$ cat config.mk
export PLATFORM = sky130hd
export DESIGN_NAME = s32x_vdp_bus_master
export DESIGN_NICKNAME = d
export VERILOG_FILES = /design/src/rtl/s32x_vdp_bus_master.sv
export SDC_FILE = /design/constraint.sdc
export NUM_CORES = 1
export LEC_CHECK = 0
export ABC_CLOCK_PERIOD_IN_PS = 1900
export BUFFER_PORTS_ARGS = -buffer_cell sky130_fd_sc_hd__buf_2
export CAP_MARGIN = 20
export CELL_PAD_IN_SITES_DETAIL_PLACEMENT = 0
export CELL_PAD_IN_SITES_GLOBAL_PLACEMENT = 1
export CORE_MARGIN = 1.5
export CORE_UTILIZATION = 30
export CTS_BUF_LIST = sky130_fd_sc_hd__clkbuf_16
export DETAILED_ROUTE_END_ITERATION = 8
export HOLD_SLACK_MARGIN = 0.08
export PLACE_DENSITY_LB_ADDON = 0.1
export REMOVE_ABC_BUFFERS = 1
export SLEW_MARGIN = 20
export SYNTH_ARGS = -nofsm -noshare
export SYNTH_HDL_FRONTEND = slang
export SYNTH_SLANG_ARGS = --single-unit
$ cat constraint.sdc
create_clock -name i_clk -period 1.9 [get_ports i_clk]
set_input_delay 0.19 -clock i_clk [delete_from_list [all_inputs] [get_ports i_clk]]
set_output_delay 0.19 -clock i_clk [all_outputs]
set_load 0.005 [all_outputs]
$ cat src/rtl/s32x_vdp_bus_master.sv
// Bus initiator for the 32X VDP slave port: turns one word request into the
// chip-select / strobe / ACK_N handshake and reports read data, completion and error.
module s32x_vdp_bus_master #(
  parameter int unsigned TIMEOUT = 255
) (
  input  logic        i_clk,
  input  logic        i_rst,
  input  logic        i_req,
  input  logic        i_we,
  input  logic [1:0]  i_space,
  input  logic [16:0] i_addr,
  input  logic [15:0] i_wdata,
  input  logic [1:0]  i_be,
  output logic        o_busy,
  output logic        o_done,
  output logic        o_err,
  output logic [15:0] o_rdata,
  output logic [16:0] o_a,
  output logic [15:0] o_do,
  input  logic [15:0] i_di,
  output logic        o_rd_n,
  output logic        o_lwr_n,
  output logic        o_uwr_n,
  output logic        o_reg_cs_n,
  output logic        o_dram_cs_n,
  output logic        o_pal_cs_n,
  input  logic        i_ack_n
);

  typedef enum logic [2:0] {StIdle, StSetup, StStrobe, StRelease, StDone} state_e;

  localparam logic [7:0] TimeoutVal = 8'(TIMEOUT);

  state_e      r_state;
  state_e      w_next_state;
  logic        r_we;
  logic [1:0]  r_space;
  logic [1:0]  r_be;
  logic [16:0] r_addr;
  logic [15:0] r_wdata;
  logic [15:0] r_rdata;
  logic        r_err;
  logic [7:0]  r_cnt;

  logic       w_accept;
  logic       w_reject;
  logic [7:0] w_cnt_plus;
  logic       w_expire;
  logic       w_cnt_clr;
  logic       w_cnt_inc;
  logic       w_set_err;
  logic       w_capture;
  logic       w_cs_act;
  logic       w_strobe;

  assign w_accept   = i_req && (r_state == StIdle);
  // Palette only takes full-word writes; reserved space and empty writes never reach the bus.
  assign w_reject   = (i_space == 2'd3) || (i_we && (i_be == 2'b00)) ||
                      (i_we && (i_space == 2'd2) && (i_be != 2'b11));
  assign w_cnt_plus = r_cnt + 8'd1;
  assign w_expire   = (w_cnt_plus == TimeoutVal);

  always_comb begin
    w_next_state = r_state;
    w_cnt_clr    = 1'b0;
    w_cnt_inc    = 1'b0;
    w_set_err    = 1'b0;
    w_capture    = 1'b0;
    case (r_state)
      StIdle: begin
        w_cnt_clr = 1'b1;
        if (w_accept) w_next_state = w_reject ? StDone : StSetup;
      end
      StSetup: begin
        if (i_ack_n) begin
          w_next_state = StStrobe;
          w_cnt_clr    = 1'b1;
        end else if (w_expire) begin
          w_next_state = StRelease;
          w_set_err    = 1'b1;
          w_cnt_clr    = 1'b1;
        end else begin
          w_cnt_inc = 1'b1;
        end
      end
      StStrobe: begin
        // A sampled ack wins over a simultaneous timeout.
        if (!i_ack_n) begin
          w_next_state = StRelease;
          w_capture    = !r_we;
          w_cnt_clr    = 1'b1;
        end else if (w_expire) begin
          w_next_state = StRelease;
          w_set_err    = 1'b1;
          w_cnt_clr    = 1'b1;
        end else begin
          w_cnt_inc = 1'b1;
        end
      end
      StRelease: begin
        if (i_ack_n) begin
          w_next_state = StDone;
        end else if (w_expire) begin
          w_next_state = StDone;
          w_set_err    = 1'b1;
        end else begin
          w_cnt_inc = 1'b1;
        end
      end
      StDone:  w_next_state = StIdle;
      default: w_next_state = StIdle;
    endcase
  end

  always_ff @(posedge i_clk) begin
    if (i_rst) begin
      r_state <= StIdle;
      r_we    <= 1'b0;
      r_space <= 2'd0;
      r_be    <= 2'd0;
      r_addr  <= '0;
      r_wdata <= '0;
      r_rdata <= '0;
      r_err   <= 1'b0;
      r_cnt   <= '0;
    end else begin
      r_state <= w_next_state;
      if (w_accept) begin
        r_we    <= i_we;
        r_space <= i_space;
        r_be    <= i_be;
        r_addr  <= i_addr;
        r_wdata <= i_wdata;
        r_err   <= w_reject;
      end else if (w_set_err) begin
        r_err <= 1'b1;
      end
      if (w_cnt_clr) begin
        r_cnt <= '0;
      end else if (w_cnt_inc) begin
        r_cnt <= w_cnt_plus;
      end
      if (w_capture) r_rdata <= i_di;
    end
  end

  assign w_cs_act = (r_state == StSetup) || (r_state == StStrobe);
  assign w_strobe = (r_state == StStrobe);

  assign o_reg_cs_n  = !(w_cs_act && (r_space == 2'd0));
  assign o_dram_cs_n = !(w_cs_act && (r_space == 2'd1));
  assign o_pal_cs_n  = !(w_cs_act && (r_space == 2'd2));
  assign o_rd_n      = !(w_strobe && !r_we);
  assign o_lwr_n     = !(w_strobe && r_we && r_be[0]);
  assign o_uwr_n     = !(w_strobe && r_we && r_be[1]);
  assign o_a         = r_addr;
  assign o_do        = r_wdata;
  assign o_rdata     = r_rdata;
  assign o_busy      = (r_state != StIdle);
  assign o_done      = (r_state == StDone);
  assign o_err       = r_err && (r_state == StDone);

endmodule

==> results.sh <==
export IMPL_end_kind="flip-flop"
export IMPL_skew_ps=6.88
export IMPL_antenna_found_initial=1
export IMPL_first_pass_iters=4
export IMPL_synthSimpleGateAreaFrac=0.233
export IMPL_hp_start="i_wdata[6]"
export IMPL_hold_worst_slack_ps=97.1
export IMPL_clock_sinks=66
export IMPL_fillers=896
export IMPL_die_w_um=98.3
export IMPL_synth_xor_area_frac=0.0225
export IMPL_synth_compound_area_share=0.150
export IMPL_cts_root_buf="clkbuf_16"
export IMPL_multi_input_area_sq_mm=0.00136
export IMPL_max_cap_viol_count=0
export IMPL_dieHeight_um=98.3
export IMPL_cts_tree="built"
export IMPL_final_cell_area_sq_mm=0.00399
export IMPL_drtIter0Drc=69
export IMPL_post_drt_via_cell_ratio=4.61
export IMPL_synth_area_top_cells="dfxtp_1 (49%), nand2_1 (12%), a21oi_1 (7.5%)"
export IMPL_crit_fanout=5
export IMPL_async_reset_ff_frac=0
export IMPL_crit_start="r_cnt[1]$_SDFFE_PP0P_"
export IMPL_crit_type="reg2reg"
export IMPL_ys_seq_area_frac=0.485
export IMPL_synth_cells=325
export IMPL_max_freq_mhz=530
export IMPL_r2r_start="r_cnt[1]$_SDFFE_PP0P_"
export IMPL_relSlewSlack=0.732
export IMPL_numCtsBuffers=9
export IMPL_grt_pass1_vias=2457
export IMPL_power_leakage_nw=1.73
export IMPL_wl_per_cell_um=13.2
export IMPL_n_antenna_cell=0
export IMPL_mostFrequentLayoutCells="buf_2 (115), nand2_1 (87), dfxtp_1 (59)"
export IMPL_drc=0
export IMPL_coreArea_sq_mm=0.00876
export IMPL_dp_hpwl_um=5030
export IMPL_place_congestion=0.796
export IMPL_status="completed"
export IMPL_hold_viol=0
export IMPL_grt_max_degree=64
export IMPL_dpl_instance_area_sq_mm=0.00358
export IMPL_regArea_sq_mm=0.00134
export IMPL_pin_count=116
export IMPL_fin_crit_ps=1890
export IMPL_ant_nets=0
export IMPL_synth_top_area_cell="dfxtp_1"
export IMPL_grt_pass1_wl_um=12200
export IMPL_critPathRequiredTime_ps=2130
export IMPL_grtUsageTotal=0.158
export IMPL_synth_top_family_by_area="simple AND/OR/NAND/NOR gates"
export IMPL_synth_edf_count=0
export IMPL_ys_warn_count=0
export IMPL_insertion_delay_ps=330
export IMPL_via_count=2636
export IMPL_initial_utilization=0.311
export IMPL_grt_overflow_total=0
export IMPL_max_vdd_ir_drop_mv=0.403
export IMPL_htreeDepth=3
export IMPL_rsz0062_at_grt="true"
export IMPL_synth_adder_area_share=0.0129
export IMPL_p_per_area_mw_per_mm2=899
export IMPL_clockBufferDepth=2
export IMPL_final_common_cell="buf_2"
export IMPL_ys_flop_type="dfxtp_1"
export IMPL_timing_final_crit_share=0.993
export IMPL_nNetsFinal=519
export IMPL_area_delta_synth_final_pct=46.5
export IMPL_hold_buffers=0
export IMPL_die_area_sq_mm=0.00966
export IMPL_placed_cells=549
export IMPL_netlist_area_leader_share=0.485
export IMPL_drive_gt1_frac=0.397
export IMPL_port_buffers=115
export IMPL_crit_arrival_ps=2120
export IMPL_rows=34
export IMPL_drv_slew=0
export IMPL_ys_types=44
export IMPL_netlist_area_sq_mm=0.00272
export IMPL_muxShareOfSynthArea=0.0588
export IMPL_wirelength_um=7580
export IMPL_instances_no_fill=572
export IMPL_setup_violations=0
export IMPL_max_slew_worst_pin_slew_ps=397
export IMPL_ys_ff_latch=66
export IMPL_hold_path_class="in2reg"
export IMPL_path_clk_slew_ps=50
export IMPL_startpoint_type="flip-flop"
export IMPL_syn_avg_cell_area_sq_um=8.38
## stage by stage
stage          setup TNS (ps)  power [mW]  setup WS [ps]  utilization
6_report                    0        3.59           13.6        0.455
5_1_grt                  -362        3.77          -57.5        0.455
4_1_cts                  -172        3.63          -26.9        0.448
3_5_place_dp             -539        2.02          -70.5        0.408
3_3_place_gp             -200        2.01          -27.1        0.408
2_1_floorplan          -23440        1.74           -509            -
## logic make-up (layout without fill, tap and decap cells)
logic type	count (synthesis)	after routing
buffers and inverters	25	164
muxes	16	16
xor gates and xnor gates	7	7
DFF	66	66
and+or+nand+nor	144	144
AOI/OAI and AO/OA	64	64
adders and majority gates	3	3
## synthesized netlist by cell type, types with 3 or more instances
cell	instances
xnor2_1	4
mux2i_1	16
nor2_1	22
a21oi_1	41
clkbuf_1	17
dfxtp_1	66
nand2_1	88
inv_1	4
xor2_1	3
nand3_1	6
nor3_1	7
a211oi_1	4
o21ai_0	8
## routing by layer
| metal | up-vias | global-route usage | share of wire |
|---|---|---|---|
| li1 | 1365 | - | - |
| met1 | 1194 | 0.210 | 0.47 |
| met2 | 67 | 0.231 | 0.44 |
| met3 | 10 | 0.0558 | 0.070 |
| met4 | 0 | 0.0683 | 0.014 |
| met5 | - | 0 | 0 |
## layout make-up
cell class | instances | area share
clock buffer | 9 | 0.0564
clock inverter | 7 | 0.0157
inverter | 4 | 0.00376
multi-input combinational | 234 | 0.339
sequential | 66 | 0.334
tap | 108 | 0.0339
timing repair buffer | 144 | 0.216
## path summary, 6_finish.rpt
path                           end  slack (ps)  depth (start not counted)
min reg2reg   o_do[7]$_SDFFE_PP0P_         450                          2
max reg2reg  r_cnt[3]$_SDFFE_PP0P_          10                          7
min           o_do[6]$_SDFFE_PP0P_         100                          3
max          r_cnt[3]$_SDFFE_PP0P_          10                          7
## critical path, stage by stage (launching register included)
cell and delay (ps):
dfxtp_2 370, buf_4 120, nand3_2 110, xor2_2 250, a2111oi_4 90, buf_4 170, or4_1 460, a211oi_1 230
## what timing repair did
action                                  4_1_cts  5_1_grt
gates cloned                                  0        0
endpoints found under the setup margin        9        9
pin swaps                                     5        3
buffers inserted                              3        4
resized for setup                            12        9
## sequential cells by signal, summed over array words and instances, names as in the netlist
name / flops
o_a: 17
o_do: 16
o_rdata: 16
r_cnt: 8
r_state: 3
r_be: 2
r_space: 2
r_err: 1
r_we: 1
## power by group
part / leakage, nW / internal [mW] / total [mW] / switching, mW
sequential: 0.542 / 1.46 / 1.50 / 0.0378
combinational: 1.05 / 0.229 / 0.495 / 0.267
clock: 0.144 / 1.00 / 1.59 / 0.595
total: 1.73 / 2.69 / 3.59 / 0.899
Note: power is estimated with default switching activity, not from simulation.
